`src/rtl/uart_fpu_ctrl.sv`:
```
// uart_fpu_ctrl
//   Collects two operand words (A and B) from an upstream receiver. When both
//   are present it issues one start pulse to a floating-point unit, then waits
//   a bounded time for the result. The result is streamed MSB-first, one byte
//   per cycle, into a UART TX FIFO that may apply backpressure.
//
// Ports
//   i_clk          single clock, rising edge
//   i_rst_n        synchronous active-low reset
//   i_done_a/b     one-cycle operand-valid pulses, with i_data_a/b words
//   i_op           FPU operation code, latched when the operand pair completes
//   i_fpu_done     one-cycle result-valid pulse, with i_fpu_result
//   i_tx_full      TX FIFO full; holds off byte writes
//   o_fpu_start    one-cycle start pulse to the FPU
//   o_fpu_a/b/op   registered operands and operation code
//   o_tx_wr_en     TX FIFO write strobe, with o_tx_data byte
//   o_busy         high whenever not collecting operands
//   o_err_timeout  FPU did not answer in time (cleared by the next start)
//   o_err_overrun  operand arrived while busy (cleared only by reset)
module uart_fpu_ctrl #(
  parameter int SIZE_DATA = 32,
  parameter int SIZE_BYTE = 8,
  parameter int TIMEOUT   = 1024
) (
  input  logic                 i_clk,
  input  logic                 i_rst_n,
  input  logic                 i_done_a,
  input  logic [SIZE_DATA-1:0] i_data_a,
  input  logic                 i_done_b,
  input  logic [SIZE_DATA-1:0] i_data_b,
  input  logic [1:0]           i_op,
  input  logic                 i_fpu_done,
  input  logic [SIZE_DATA-1:0] i_fpu_result,
  input  logic                 i_tx_full,
  output logic                 o_fpu_start,
  output logic [SIZE_DATA-1:0] o_fpu_a,
  output logic [SIZE_DATA-1:0] o_fpu_b,
  output logic [1:0]           o_fpu_op,
  output logic                 o_tx_wr_en,
  output logic [SIZE_BYTE-1:0] o_tx_data,
  output logic                 o_busy,
  output logic                 o_err_timeout,
  output logic                 o_err_overrun
);

  localparam int NUM_BYTES = SIZE_DATA / SIZE_BYTE;
  localparam int IDX_W     = (NUM_BYTES > 1) ? $clog2(NUM_BYTES) : 1;
  localparam int CNT_W     = $clog2(TIMEOUT + 1);

  typedef enum logic [1:0] {
    COLLECT  = 2'd0,
    START    = 2'd1,
    WAIT_FPU = 2'd2,
    SEND     = 2'd3
  } state_t;

  state_t               state;
  logic                 flag_a;
  logic                 flag_b;
  logic [CNT_W-1:0]     count;
  logic [IDX_W-1:0]     idx;
  logic [SIZE_DATA-1:0] result;

  always_ff @(posedge i_clk) begin
    if (!i_rst_n) begin
      state         <= COLLECT;
      flag_a        <= 1'b0;
      flag_b        <= 1'b0;
      count         <= '0;
      idx           <= '0;
      result        <= '0;
      o_fpu_a       <= '0;
      o_fpu_b       <= '0;
      o_fpu_op      <= '0;
      o_err_timeout <= 1'b0;
      o_err_overrun <= 1'b0;
    end else begin
      // Operand pulses are only legal while collecting; anywhere else the
      // word is dropped and the sticky overrun flag records the loss.
      if ((i_done_a || i_done_b) && (state != COLLECT))
        o_err_overrun <= 1'b1;

      case (state)
        COLLECT: begin
          // A later pulse for the same operand simply replaces the held word.
          if (i_done_a) begin
            o_fpu_a <= i_data_a;
            flag_a  <= 1'b1;
          end
          if (i_done_b) begin
            o_fpu_b <= i_data_b;
            flag_b  <= 1'b1;
          end
          // The pair is complete only once both flags are registered, so the
          // start is issued one cycle after the second word lands.
          if (flag_a && flag_b) begin
            o_fpu_op <= i_op;
            flag_a   <= 1'b0;
            flag_b   <= 1'b0;
            state    <= START;
          end
        end

        START: begin
          o_err_timeout <= 1'b0;
          count         <= '0;
          state         <= WAIT_FPU;
        end

        WAIT_FPU: begin
          if (i_fpu_done) begin
            result <= i_fpu_result;
            idx    <= IDX_W'(NUM_BYTES - 1);
            state  <= SEND;
          end else if (count == CNT_W'(TIMEOUT - 1)) begin
            o_err_timeout <= 1'b1;
            state         <= COLLECT;
          end else begin
            count <= count + CNT_W'(1);
          end
        end

        SEND: begin
          if (!i_tx_full) begin
            if (idx == '0)
              state <= COLLECT;
            else
              idx <= idx - IDX_W'(1);
          end
        end

        default: state <= COLLECT;
      endcase
    end
  end

  // Strobes are decoded from the state register and gated by reset so that
  // a reset arriving mid-operation cannot leak one more pulse or write.
  always_comb begin
    o_fpu_start = i_rst_n && (state == START);
    o_tx_wr_en  = i_rst_n && (state == SEND) && !i_tx_full;
    o_busy      = (state != COLLECT);
    o_tx_data   = result[idx*SIZE_BYTE +: SIZE_BYTE];
  end

endmodule

```
`config.mk`:
```
export PLATFORM = sky130hd
export DESIGN_NAME = uart_fpu_ctrl
export DESIGN_NICKNAME = d
export VERILOG_FILES = /design/src/rtl/uart_fpu_ctrl.sv
export SDC_FILE = /design/constraint.sdc
export NUM_CORES = 1
export LEC_CHECK = 0
export BUFFER_PORTS_ARGS = -buffer_cell sky130_fd_sc_hd__buf_4
export CAP_MARGIN = 5
export CORE_ASPECT_RATIO = 0.5
export CORE_MARGIN = 2
export CORE_UTILIZATION = 38
export CTS_CLUSTER_SIZE = 40
export DETAILED_ROUTE_END_ITERATION = 10
export GPL_TIMING_DRIVEN = 0
export PLACE_DENSITY = 0.67
export SLEW_MARGIN = 20
export SYNTH_ARGS = -nofsm -noshare
export SYNTH_HDL_FRONTEND = slang
export SYNTH_SLANG_ARGS = --single-unit
export TNS_END_PERCENT = 1
```
`constraint.sdc`:
```
create_clock -name i_clk -period 1.6 [get_ports i_clk]
set_input_delay 0.32 -clock i_clk [delete_from_list [all_inputs] [get_ports i_clk]]
set_output_delay 0.32 -clock i_clk [all_outputs]
set_load 0.005 [all_outputs]
```
# Word-level counts from Yosys, hierarchy flattened

Cells that the tools add are included.

Add/subtract/negate cells: 2
Eq/ne operators: 13
Shift-type cells: 1
Multiplexer cells: 20
Reduce and logical (&&, ||, !) cells: 24

Operators by type and width:

| kind                                                  | count |
|---|---|
| indexed part select 32 x 6 -> 8 bit                   | 1 |
| two-way mux 11 bit                                    | 2 |
| one-hot mux 11 bit (2 select lines)                   | 1 |
| two-way mux 2 bit                                     | 8 |
| inequality test 2 bit, second input constant          | 8 |
| AND reduction 2 bit                                   | 6 |
| adder 11 x 1 -> 11 bit, second input constant         | 1 |
| equality test 11 x 10 -> 1 bit, second input constant | 1 |
| nonzero test 2 bit                                    | 5 |
| one-hot mux 2 bit (4 select lines)                    | 1 |
| AND reduction 4 bit                                   | 2 |
| two-way mux 1 bit                                     | 6 |
| AND reduction 3 bit                                   | 2 |
| logical AND 1 bit                                     | 5 |
| equality test 2 bit, second input constant            | 2 |
| logical NOT 2 bit                                     | 2 |
| one-hot mux 2 bit (2 select lines)                    | 1 |
| inequality test 3 bit, second input constant          | 1 |
| equality test 2 x 1 -> 1 bit, second input constant   | 1 |
| one-hot mux 1 bit (2 select lines)                    | 1 |
| subtractor 2 x 1 -> 2 bit, second input constant      | 1 |
| logical NOT 1 bit                                     | 1 |
| logical OR 1 bit                                      | 1 |

Bits in registers: 117
Input bits: 104
Output and inout port bits: 79

# Depth between registers and ports, before layout

Gate-level depths: netlist of run 1.

Word-level depth: 4
Depth in mapped cells: 7
Depth with buffers taken out: 6

# Worst setup path before layout of run 1

No wires, ideal clock.

Path type: reg2reg
From: register count[0]
To: register count[8]
Setup time: 0.116 ns
Arrival: 1.482 ns
Required time: 1.484 ns
Slack: 0.002 ns
Stages on the path, launching flop included: 6
Period minus slack after synthesis: 1.598 ns
Path through: dfxtp_1 ha_1 nand3_1 nor4_4 o21ai_1 a41o_1

Cells in the longest elaborated chain, start to end: 4
Elaborated cells between the ends (all ways): 7

RTL lines:

| element                             | line | RTL |
|---|---|---|
| start: declaration                  | 60   | `logic [CNT_W-1:0] count;` |
| start signal: assignment            | 119  | `count <= count + CNT_W'(1);` |
| adder 11 x 1 -> 11 bit              | 119  |  |
| two-way mux 11 bit                  | 115  | `end else if (count == CNT_W'(TIMEOUT - 1)) begin` |
| two-way mux 11 bit                  | 111  | `if (i_fpu_done) begin` |
| one-hot mux 11 bit (2 select lines) | 83   | `case (state)` |

Parallel ways exist; a longest one is shown, timed or not. The select of a mux whose other input is x is not followed.
A chain may end at the register's enable or synchronous reset.

# Worst setup path after layout of run 1

From: register idx[0]
To: output port o_tx_data[0]

Cells in the longest elaborated chain, start to end: 1

RTL lines:

| element                             | line | RTL |
|---|---|---|
| start: declaration                  | 61   | `logic [IDX_W-1:0] idx;` |
| start signal: assignment            | 113  | `idx <= IDX_W'(NUM_BYTES - 1);` |
| start signal: assignment            | 128  | `idx <= idx - IDX_W'(1);` |
| indexed part select 32 x 6 -> 8 bit | 143  | `o_tx_data = result[idx*SIZE_BYTE +: SIZE_BYTE];` |
| end: declaration                    | 40   | `output logic [SIZE_BYTE-1:0] o_tx_data,` |

Every way passes these cells.

==> impl_results.md, run 1 <==
* Max-slew violation count at 0
* Inst Count DP at 912
* Port bufs at 182
* Syn-to-layout area delta at 51.7%
* Synth top area cells: dfxtp_1, nand2_1, a21oi_1, mux4_2, clkbuf_1
* Die width at 159 um
* Syn Inst Count at 565
* Pre-CTS worst setup slack at -0.514 ns
* H-tree levels at 4
* CTS Buf Count at 17
* VDD IR max at about 0.00092 V
* Clock root buffer: clkbuf_16
* Pre-Repair DR Iteration Count at 4
* Clock transition at the registers of the reported paths at 0.06 ns
* Tcrit/Tclk final at 120%
* Post-synth cell types at 42
* Starting Density at 38.8%
* Number of buffers and inverters on the critical path at 2
* Core area at 11,800 um2
* Gr usage total at 20.6%
* Slew HR at 60.1%
* R2R Setup Slk at 0.05 ns
* Initial antenna violation count at 0
* Starting DRT DRC Count at 173
* CP delay by family, top: multiplexers
* Worst path cell trace: buf_8, mux4_2, buf_6
* HPWL Detailed at roughly 9.6 mm
* Drt wl/cell at 14.5 um
* I/O pin count at 183
* Register area share after synthesis at around 51%
* Vias in the first global route at about 4,300
* Least-Margin Pin Slew at between 0.5 and 0.6 ns
* Endpoints failing setup at 10
* GPL Wtd Cong at 0.816
* Avg Inst Size Synth at 8.09 um2
* Die Ht at 81.6 um
* Largest net degree at the start of global routing at 17
* Clock skew at 0.00815 ns
* Synthesis Warnings at 0
* CTS tree: done
* Crit-path slowest cell: mux4_2
* Sum Neg Setup Slack at -2.32 ns
* CP startpoint: idx[0]
* Reg-to-Reg End: count[8]
* Period minus WS final at 1.92 ns
* Worst reg2reg startpoint: count[8]
* Share of cells above drive strength 1 at 34.0%
* Total power at 7.76 mW
* Worst Setup EP: o_tx_data[0]
* Num rows at 28
* Post-route setup slack at -0.317 ns
* Worst-path maximum fanout at 5
* FFs w/ async S/R, synth at 0%
* Routed Antenna Nets at 0
* Stages on worst setup path at 3
* Post-route insts no fill at roughly 940
* TritonCTS sink count at 117
* Commonest non-fill, non-tap cell in the layout: nand2_1
* #FFs+latches synth at 117
* First-pass GRT wire length at 20.9 mm
* Fillers at 1,084
* Remaining Overflow, GRT at 0
* Via density at 4.83
* Clock Latency Late Sink at roughly 0.4 ns
* CP peak stage delay at 0.54 ns
* Ant diodes at 0
* Highest clock rate at around 520 MHz
* Synth area leader: dfxtp_1
* Total number of vias at between 4,000 and 5,000
* DRC errors left at 0
* Worst hold slack at 0.148 ns
* Max Buffers Root-to-Sink at 2
* Crit path launch type: flop
* Yosys top cell area share at a little over 50%
* Max Cap Viol at 0
* Pwr/cell area at about 1100 nW/um2
* Leakage power at 2.91 nW
* Worst endpoint data arrival time at between 1.5 and 2 ns
* RSZ-0062 raised after global routing: true
* Kind of critical path: reg2out
* Final net count at 873
* Hold Crit Class: in2reg
* Cells on worst reg2reg path at 4
* Net Count, Synth at 671
* Status: finished with violations
* Final hold vios at 0
* Setup crit end kind: output port
* CP required at around 1.3 ns
* Top FF cell, synth: dfxtp_1
* Synth Cell Area at 4570 um2
* Total wire length at about 14 mm
* DIE AREA at 13,000 um2
* Most frequent cells in the layout: nand2_1, buf_4, dfxtp_1
* Post-synth EDFFs at 0
* Failing checks: setup timing
-- power breakdown --
part           switching (mW)  internal, mW  total [mW]  leakage (nW)
logic                   0.360         0.407       0.767          1.65
clock network            1.30          2.59        3.90         0.298
registers              0.0619          3.03        3.10         0.959
-- worst min-delay path by stage --
stage / from / endpoint / slack [ns] / cells after the start
2_1_floorplan: result[16] / result[16] / 0.43 / 2
3_3_place_gp: o_err_overrun / o_err_overrun / 0.43 / 2
3_5_place_dp: o_err_overrun / o_err_overrun / 0.44 / 2
4_1_cts: i_op[1] / o_fpu_op[1] / 0.14 / 3
5_1_grt: i_data_b[4] / o_fpu_b[4] / 0.14 / 3
6_report: i_op[1] / o_fpu_op[1] / 0.15 / 3
-- worst min-delay path, delay by kind of cell --
kind	cells	cell delay, ns
multiplexers	1	0.05
AND/OR/NAND/NOR	1	0.07
buffers and inverters	1	0.08
-- routing by layer --
layer,up-vias,wire length [um],track usage [%],part of all wire [%]
met5,-,0,0,0
met4,0,297,9.45,2.2
met3,27,697,6.01,5.1
met2,110,6710,35.3,49
met1,2125,5980,24.5,44
li1,2298,-,-,-
-- layout make-up --
cell class / instances / area [um2] / share of cell area, %
Inverter: 7 / 26.3 / 0.379
Multi-Input combinational cell: 403 / 2120 / 30.6
Clock buffer: 22 / 484 / 6.98
Tap cell: 165 / 206 / 2.98
Clock inverter: 9 / 125 / 1.80
Buffer: 37 / 199 / 2.87
Timing Repair Buffer: 184 / 1420 / 20.4
Sequential cell: 117 / 2360 / 34.0
-- kinds of logic after synthesis --
kind of cell / Yosys count / synth area share, %
DFF: 117 / 51.2
and+or+nand+nor: 261 / 23.9
muxes: 14 / 5.25
adders and majority gates: 2 / 0.547
AOI/OAI and AO/OA: 126 / 15.2
buffers and inverters: 45 / 3.91
-- registers in the layout, summed over array words and instances, names as in the netlist --
| register | flops |
|---|---|
| flag_a | 1 |
| o_err_timeout | 1 |
| o_err_overrun | 1 |
| o_fpu_op | 2 |
| result | 32 |
| idx | 2 |
| o_fpu_b | 32 |
| flag_b | 1 |
| count | 11 |
| state | 2 |
| o_fpu_a | 32 |
-- repair_timing --
action	CTS	global route
hold buffers	0	0
pin swaps	2	4
resized for setup	45	20
cloned	1	0
endpoints found under the setup margin	112	81
setup buffers	0	1
-- Yosys cell counts (2+ instances only) --
cell and instances:
clkbuf_1 29, nor3_1 2, o31ai_1 2, o21ai_0 7
nor2_1 15, nand2_1 210, nand3_1 8, and3_1 4
a221oi_1 3, or4_1 3, mux4_2 8, mux2i_1 6
and2_1 2, ha_1 2, nor2b_1 2, dfxtp_1 117
nand2b_1 2, o211ai_1 4, a21oi_1 99, buf_2 8
or3_1 4, a211oi_1 2, inv_1 7
-- metrics by stage --
stage	utilization (%)	area [um2]
floorplan	-	4570
finish	58.9	6940
global placement	52.2	6140
detailed placement	52.2	6140
global route	58.9	6940
CTS	58.4	6870
Note: power is estimated with default switching activity, not from simulation.
==> run 2, diff against run 1 <==
- ABC_AREA: unset -> 1
- PLACE_DENSITY: 0.67 -> 0.73
- clock period: 1.6 -> 1.8 ns (I/O delays scaled with it)
==> impl_results.md, run 2 <==
* Initial antenna violation count at 0 (unchanged)
* Status: finished clean (was finished with violations)
* Post-synthesis compound-gate area fraction at 15.8% (was 15.2%)
* CTS Buf Count at 17 (unchanged)
* Max Buffers Root-to-Sink at 2 (unchanged)
* Starting Density at 39.0% (was 38.8%)
* Simple-gate portion of the synthesized area at 27.2% (was 23.9%)
* Net Count, Synth at 734 (was 671)
* Final Cell Area at 6910 um2 (was 6940 um2)
* Port bufs at 182 (unchanged)
* Worst reg2reg startpoint: count[1] (was count[8])
* Drt wl/cell at 13.6 um (was 14.5 um)
* Least-Margin Pin Slew at 0.542 ns (was 0.598 ns)
* HPWL Detailed at 9.96 mm (was 9.58 mm)
* Largest regs: o_fpu_a x32, o_fpu_b x32, result x32 (unchanged)
* Starting DRT DRC Count at 253 (was 173)
* Worst endpoint data arrival time at 1.42 ns (was 1.60 ns)
* CP startpoint: idx[0] (unchanged)
* First-pass GRT wire length at 21.5 mm (was 20.9 mm)
* Total number of vias at 4,787 (was 4,560)
* Die Ht at 81.9 um (was 81.6 um)
* DRC errors left at 0 (unchanged)
* Register area share after synthesis at 50.8% (was 51.2%)
* Crit path launch type: flop (unchanged)
* CTS tree: done (unchanged)
* Max-slew violation count at 0 (unchanged)
* Vias in the first global route at 4,559 (was 4,261)
* Worst-path maximum fanout at 10 (was 5)
* Clock skew at 0.00897 ns (was 0.00815 ns)
* Kind of critical path: reg2out (unchanged)
* Clock transition at the registers of the reported paths at 0.05 ns (was 0.06 ns)
* Final net count at 935 (was 873)
* Most frequent cells in the layout: buf_4, nor2_1, nand2_1, dfxtp_1, o21ai_0 (was nand2_1, buf_4, dfxtp_1)
* RSZ-0062 raised after global routing: true (unchanged)
* GPL Wtd Cong at 0.871 (was 0.816)
* Avg Inst Size Synth at 7.35 um2 (was 8.09 um2)
* Hold Crit Class: in2reg (unchanged)
* Clock Latency Late Sink at 0.41 ns (was 0.40 ns)
* Max Cap Viol at 0 (unchanged)
* Via density at 4.76 (was 4.83)
* Pre-CTS worst setup slack at -0.0633 ns (was -0.514 ns)
* Post-route setup slack at 0.0204 ns (was -0.317 ns)
* Synth area leader: dfxtp_1 (unchanged)
* Placed cell area at 6190 um2 (was 6140 um2)
* CP required at 1.44 ns (was 1.28 ns)
* Syn Inst Count at 628 (was 565)
* Commonest non-fill, non-tap cell in the layout: buf_4 (was nand2_1)
* Hold Crit Start: i_op[0] (was i_op[1])
* Leakage power at 3.06 nW (was 2.91 nW)
* Top FF cell, synth: dfxtp_1 (unchanged)
* Largest family of logic cells by synthesized area: simple AND/OR/NAND/NOR gates (unchanged)
* Total wire length at 13.7 mm (about the same)
* Synth Cell Area at 4610 um2 (was 4570 um2)
* FFs w/ async S/R, synth at 0% (unchanged)
* Period minus WS final at 1.78 ns
* TritonCTS sink count at 117 (unchanged)
* VDD IR max at 0.000820 V (was 0.000918 V)
* Yosys top cell area share at 50.8% (was 51.2%)
* Final hold vios at 0 (unchanged)
* Core area at 11,800 um2 (about the same)
* Worst hold slack at 0.181 ns (was 0.148 ns)
* Cells on worst reg2reg path at 9 (was 4)
* Pwr/cell area at 1430 nW/um2 (was 1120 nW/um2)
* Highest clock rate at 562 MHz
* I/O pin count at 183 (unchanged)
* Synth top area cells: dfxtp_1, nor2_1, o21ai_0, nand2_1, a21oi_1 (was dfxtp_1, nand2_1, a21oi_1, mux4_2, clkbuf_1)
* Die width at 160 um (was 159 um)
* Most common cell in the netlist: nor2_1 (was nand2_1)
* Clock root buffer: clkbuf_16 (unchanged)
* Gr usage total at 20.6% (about the same)
* Multiplexer area fraction after synthesis at 0% (was 5.25%)
* XOR/XNOR Fraction of Synth Area at 0% (unchanged)
* Setup crit end kind: output port (unchanged)
* Share of cells above drive strength 1 at 30.4% (was 34.0%)
* H-tree levels at 4 (unchanged)
* Post-synth EDFFs at 0 (unchanged)
* Post-route insts no fill at 1,006 (was 944)
* #FFs+latches synth at 117 (unchanged)
* Syn-to-layout area delta at 49.8% (was 51.7%)
* Tcrit/Tclk final at 98.9%
* Synth cell count leaders: nor2_1, dfxtp_1, nand2_1, o21ai_0, a21oi_1 (was nand2_1, dfxtp_1, a21oi_1, clkbuf_1, nor2_1)
* Remaining Overflow, GRT at 0 (unchanged)
* Ant diodes at 0 (unchanged)
* R2R Setup Slk at 0.18 ns (was 0.05 ns)
* Routed Antenna Nets at 0 (unchanged)
* DIE AREA at 13,100 um2 (was 13,000 um2)
* Synthesis Warnings at 0 (unchanged)
* Sum Neg Setup Slack at 0 ns (was -2.32 ns)
* Num rows at 28 (unchanged)
* Pre-Repair DR Iteration Count at 5 (was 4)
* Slew HR at 63.8% (was 60.1%)
* Largest net degree at the start of global routing at 17 (unchanged)
* Hold depth at 3 (unchanged)
* Post-synth cell types at 27 (was 42)
* Endpoints failing setup at 0 (was 10)
* Inst Count DP at 975 (was 912)
* Adder-Cell Fraction of Synth Area at 0.542% (was 0.547%)
==> run 2: layer usage <==
| layer | global-route usage (%) | up-vias | part of all wire, % |
|---|---|---|---|
| li1 | - | 2435 | - |
| met1 | 25.3 | 2195 | 44 |
| met2 | 35.2 | 132 | 50 |
| met3 | 5.05 | 25 | 4.9 |
| met4 | 9.37 | 0 | 2.0 |
| met5 | 0 | - | 0 |
==> run 2: timing repair <==
item | 4_1_cts | 5_1_grt
endpoints found under the setup margin | 12 | 13
endpoints found under the hold margin | 0 | 0
buffers inserted | 0 | 1
gates resized for setup | 14 | 10
hold buffers | 0 | 0
pin swaps | 0 | 1
cloned | 0 | 0
==> run 2: stage by stage <==
step                      util (%)  total power [mW]
after floorplan                  -              4.79
after detailed placement      52.2              6.08
after global routing          58.4              10.4
final                         58.4              9.88
after global placement        52.2              6.01
after CTS                     58.0              9.92
==> run 2: path summary, 6_finish.rpt <==
path | to
worst min register to register | o_err_overrun
worst max-delay path | o_tx_data[7]
worst min-delay path | o_fpu_op[0]
worst max register to register | count[7]
==> run 2: kinds of logic (layout without fill, tap and decap cells) <==
logic type | Yosys count | count (layout)
buffers and inverters | 59 | 272
and+or+nand+nor | 307 | 307
AOI/OAI and AO/OA | 143 | 143
adders and majority gates | 2 | 2
DFF | 117 | 117
==> run 2: worst max-delay path, cell delays in order (launching register included) <==
cell	delay [ns]
dfxtp_4	0.37
clkinv_4	0.08
clkbuf_8	0.18
nor2_1	0.13
o22ai_2	0.10
buf_4	0.15
==> run 2: layout make-up <==
cell class / instances / area (um2)
Tap cell: 165 / 206
Sequential cell: 117 / 2350
Multi-Input combinational cell: 452 / 2050
Inverter: 25 / 98.8
Clock buffer: 17 / 425
Buffer: 33 / 175
Fill cell: 1108 / 4930
Timing Repair Buffer: 183 / 1370
Clock inverter: 14 / 233
==> run 2: where the power goes <==
part | total (mW) | internal, mW | leakage [nW] | switching (mW)
Clock | 3.79 | 2.58 | 0.319 | 1.20
Sequential | 3.39 | 3.10 | 0.962 | 0.290
Combinational | 2.71 | 1.26 | 1.78 | 1.45
Total | 9.88 | 6.93 | 3.06 | 2.95
==> run 3, diff against run 2 <==
- CORE_MARGIN: 2 -> 1.5
- HOLD_SLACK_MARGIN: unset -> 0.1
- clock period: 1.8 -> 1.7 ns (I/O delays scaled with it)
==> impl_results.md, run 3 (synthesis results as in run 2) <==
* Status: finished with violations (was finished clean)
* Failing checks: setup timing
* Period minus WS final at 1.74 ns
* Share of cells above drive strength 1 at 30.5% (was 30.4%)
* HPWL Detailed at 10.0 mm (was 9.96 mm)
* Total wire length at 13.8 mm (was 13.7 mm)
* Worst endpoint data arrival time at 1.40 ns (was 1.42 ns)
* Largest regs: o_fpu_a x32, o_fpu_b x32, result x32 (unchanged)
* Largest net degree at the start of global routing at 17 (unchanged)
* Cells on worst reg2reg path at 9 (unchanged)
* Drt wl/cell at 13.6 um (about the same)
* CP required at 1.36 ns (was 1.44 ns)
* Die Ht at 80.9 um (was 81.9 um)
* Gr usage total at 20.5% (was 20.6%)
* H-tree levels at 4 (unchanged)
* I/O pin count at 183 (unchanged)
* Starting Density at 39.0% (unchanged)
* GR Util met1 at 24.9% (was 25.3%)
* Setup crit end kind: output port (unchanged)
* Commonest non-fill, non-tap cell in the layout: buf_4 (unchanged)
* Worst-path maximum fanout at 10 (unchanged)
* VDD IR max at 0.000591 V (was 0.000820 V)
* Tcrit/Tclk final at 102%
* Clock transition at the registers of the reported paths at 0.06 ns (was 0.05 ns)
* Total power at 9.97 mW (was 9.88 mW)
* CTS tree: done (unchanged)
* Clock root buffer: clkbuf_16 (unchanged)
* GPL Wtd Cong at 0.896 (was 0.871)
* RSZ-0062 raised after global routing: true (unchanged)
* Post-route insts no fill at 1,008 (was 1,006)
* Inst Count DP at 975 (unchanged)
* Post-route setup slack at -0.0401 ns (was 0.0204 ns)
* Slew HR at 66.5% (was 63.8%)
* Remaining Overflow, GRT at 0 (unchanged)
* Least-Margin Pin Slew at 0.503 ns (was 0.542 ns)
* Worst hold endpoint: o_fpu_op[0] (unchanged)
* Ant diodes at 0 (unchanged)
* Max-slew violation count at 0 (unchanged)
* Initial antenna violation count at 0 (unchanged)
* Met3 layer usage reported by global route at 4.85% (was 5.05%)
* DIE AREA at 12,900 um2 (was 13,100 um2)
* Hold Crit Start: i_op[0] (unchanged)
* DRC errors left at 0 (unchanged)
* Vias in the first global route at 4,313 (was 4,559)
* Max Buffers Root-to-Sink at 2 (unchanged)
* Pwr/cell area at 1450 nW/um2 (was 1430 nW/um2)
* Die width at 159 um (was 160 um)
* Routed Antenna Nets at 0 (unchanged)
* Worst reg2reg startpoint: count[1] (unchanged)
* Total number of vias at 4,797 (was 4,787)
* Pre-Repair DR Iteration Count at 5 (unchanged)
* Syn-to-layout area delta at 48.7% (was 49.8%)
* Hold Crit Class: in2reg (unchanged)
* Final net count at 937 (was 935)
* TritonCTS sink count at 117 (unchanged)
* Final Util at 57.9% (was 58.4%)
* Clock skew at 0.0123 ns (was 0.00897 ns)
* Endpoints failing setup at 8 (was 0)
* Hold depth at 3 (unchanged)
* R2R Setup Slk at 0.10 ns (was 0.18 ns)
* CTS Buf Count at 17 (unchanged)
* Placed cell area at 6190 um2 (unchanged)
* Via density at 4.76 (about the same)
* Final Cell Area at 6860 um2 (was 6910 um2)
* Port bufs at 182 (unchanged)
* Highest clock rate at 575 MHz
* Starting DRT DRC Count at 270 (was 253)
* Leakage power at 3.03 nW (was 3.06 nW)
* Core area at 11,800 um2 (unchanged)
* M2 GR Usage at 35.4% (was 35.2%)
* First-pass GRT wire length at 21.0 mm (was 21.5 mm)
* Reg-to-Reg End: count[2] (was count[7])
* Clock Latency Late Sink at 0.41 ns (about the same)
* Global routing's busiest layer: met2 (unchanged)
* Sum Neg Setup Slack at -0.219 ns (was 0 ns)
* Kind of critical path: reg2out (unchanged)
* Num rows at 28 (unchanged)
* Final hold vios at 0 (unchanged)
* Max Cap Viol at 0 (unchanged)
* Most frequent cells in the layout: buf_4, nor2_1, nand2_1, dfxtp_1, o21ai_0 (unchanged)
* Crit path launch type: flop (unchanged)
==> run 3: how the worst max path moves through the flow <==
| stage | slack [ns] | start | depth (start not counted) | endpoint |
|---|---|---|---|---|
| after floorplan | 0.15 | idx[0] | 8 | idx[1] |
| after global placement | -0.09 | idx[0] | 8 | idx[1] |
| after detailed placement | -0.17 | idx[0] | 8 | idx[1] |
| after CTS | -0.03 | idx[0] | 5 | o_tx_data[3] |
| after global routing | -0.09 | idx[0] | 4 | o_tx_data[7] |
| final | -0.04 | idx[0] | 5 | o_tx_data[2] |
==> run 3: where the power goes <==
| part | internal, mW | leakage (nW) | total [mW] | switching (mW) |
|---|---|---|---|---|
| logic | 1.34 | 1.78 | 2.87 | 1.53 |
| registers | 3.28 | 0.962 | 3.60 | 0.321 |
| clock network | 2.25 | 0.278 | 3.50 | 1.24 |
==> run 3: critical path, cell delays in order, from the launching register on <==
cell       delay (ns)
dfxtp_4          0.37
clkinv_4         0.07
clkbuf_16        0.17
nor2_4           0.04
o22ai_1          0.20
buf_4            0.15
==> run 3: stage by stage <==
step | hold WS, ns | setup slack, ns
final | 0.157 | -0.0401
after detailed placement | 0.447 | -0.169
after global routing | 0.157 | -0.0899
after CTS | 0.157 | -0.0302
after global placement | 0.441 | -0.0942
after floorplan | 0.442 | 0.155
==> run 3: metal layers <==
metal | part of all wire [%] | vias up
met1 | 45 | 2196
li1 | - | 2441
met5 | 0 | -
met3 | 4.8 | 27
met2 | 48 | 133
met4 | 2.4 | 0
==> run 3: final cells by class <==
type                            count  area (um2)
Fill cell                        1151        4980
Buffer                             33         193
Timing Repair Buffer              184        1380
Clock buffer                       22         474
Timing Repair inverter              1        5.00
Sequential cell                   117        2350
Multi-Input combinational cell    452        2050
Clock inverter                      9         103
Tap cell                          165         206
Inverter                           25        98.8
==> run 3: timing repair <==
item / in CTS / in global routing
resized for setup: 22 / 6
buffers inserted: 2 / 0
hold buffers: 0 / 0
cloned: 1 / 0
pin swaps: 3 / 0
setup endpoints to repair: 14 / 20
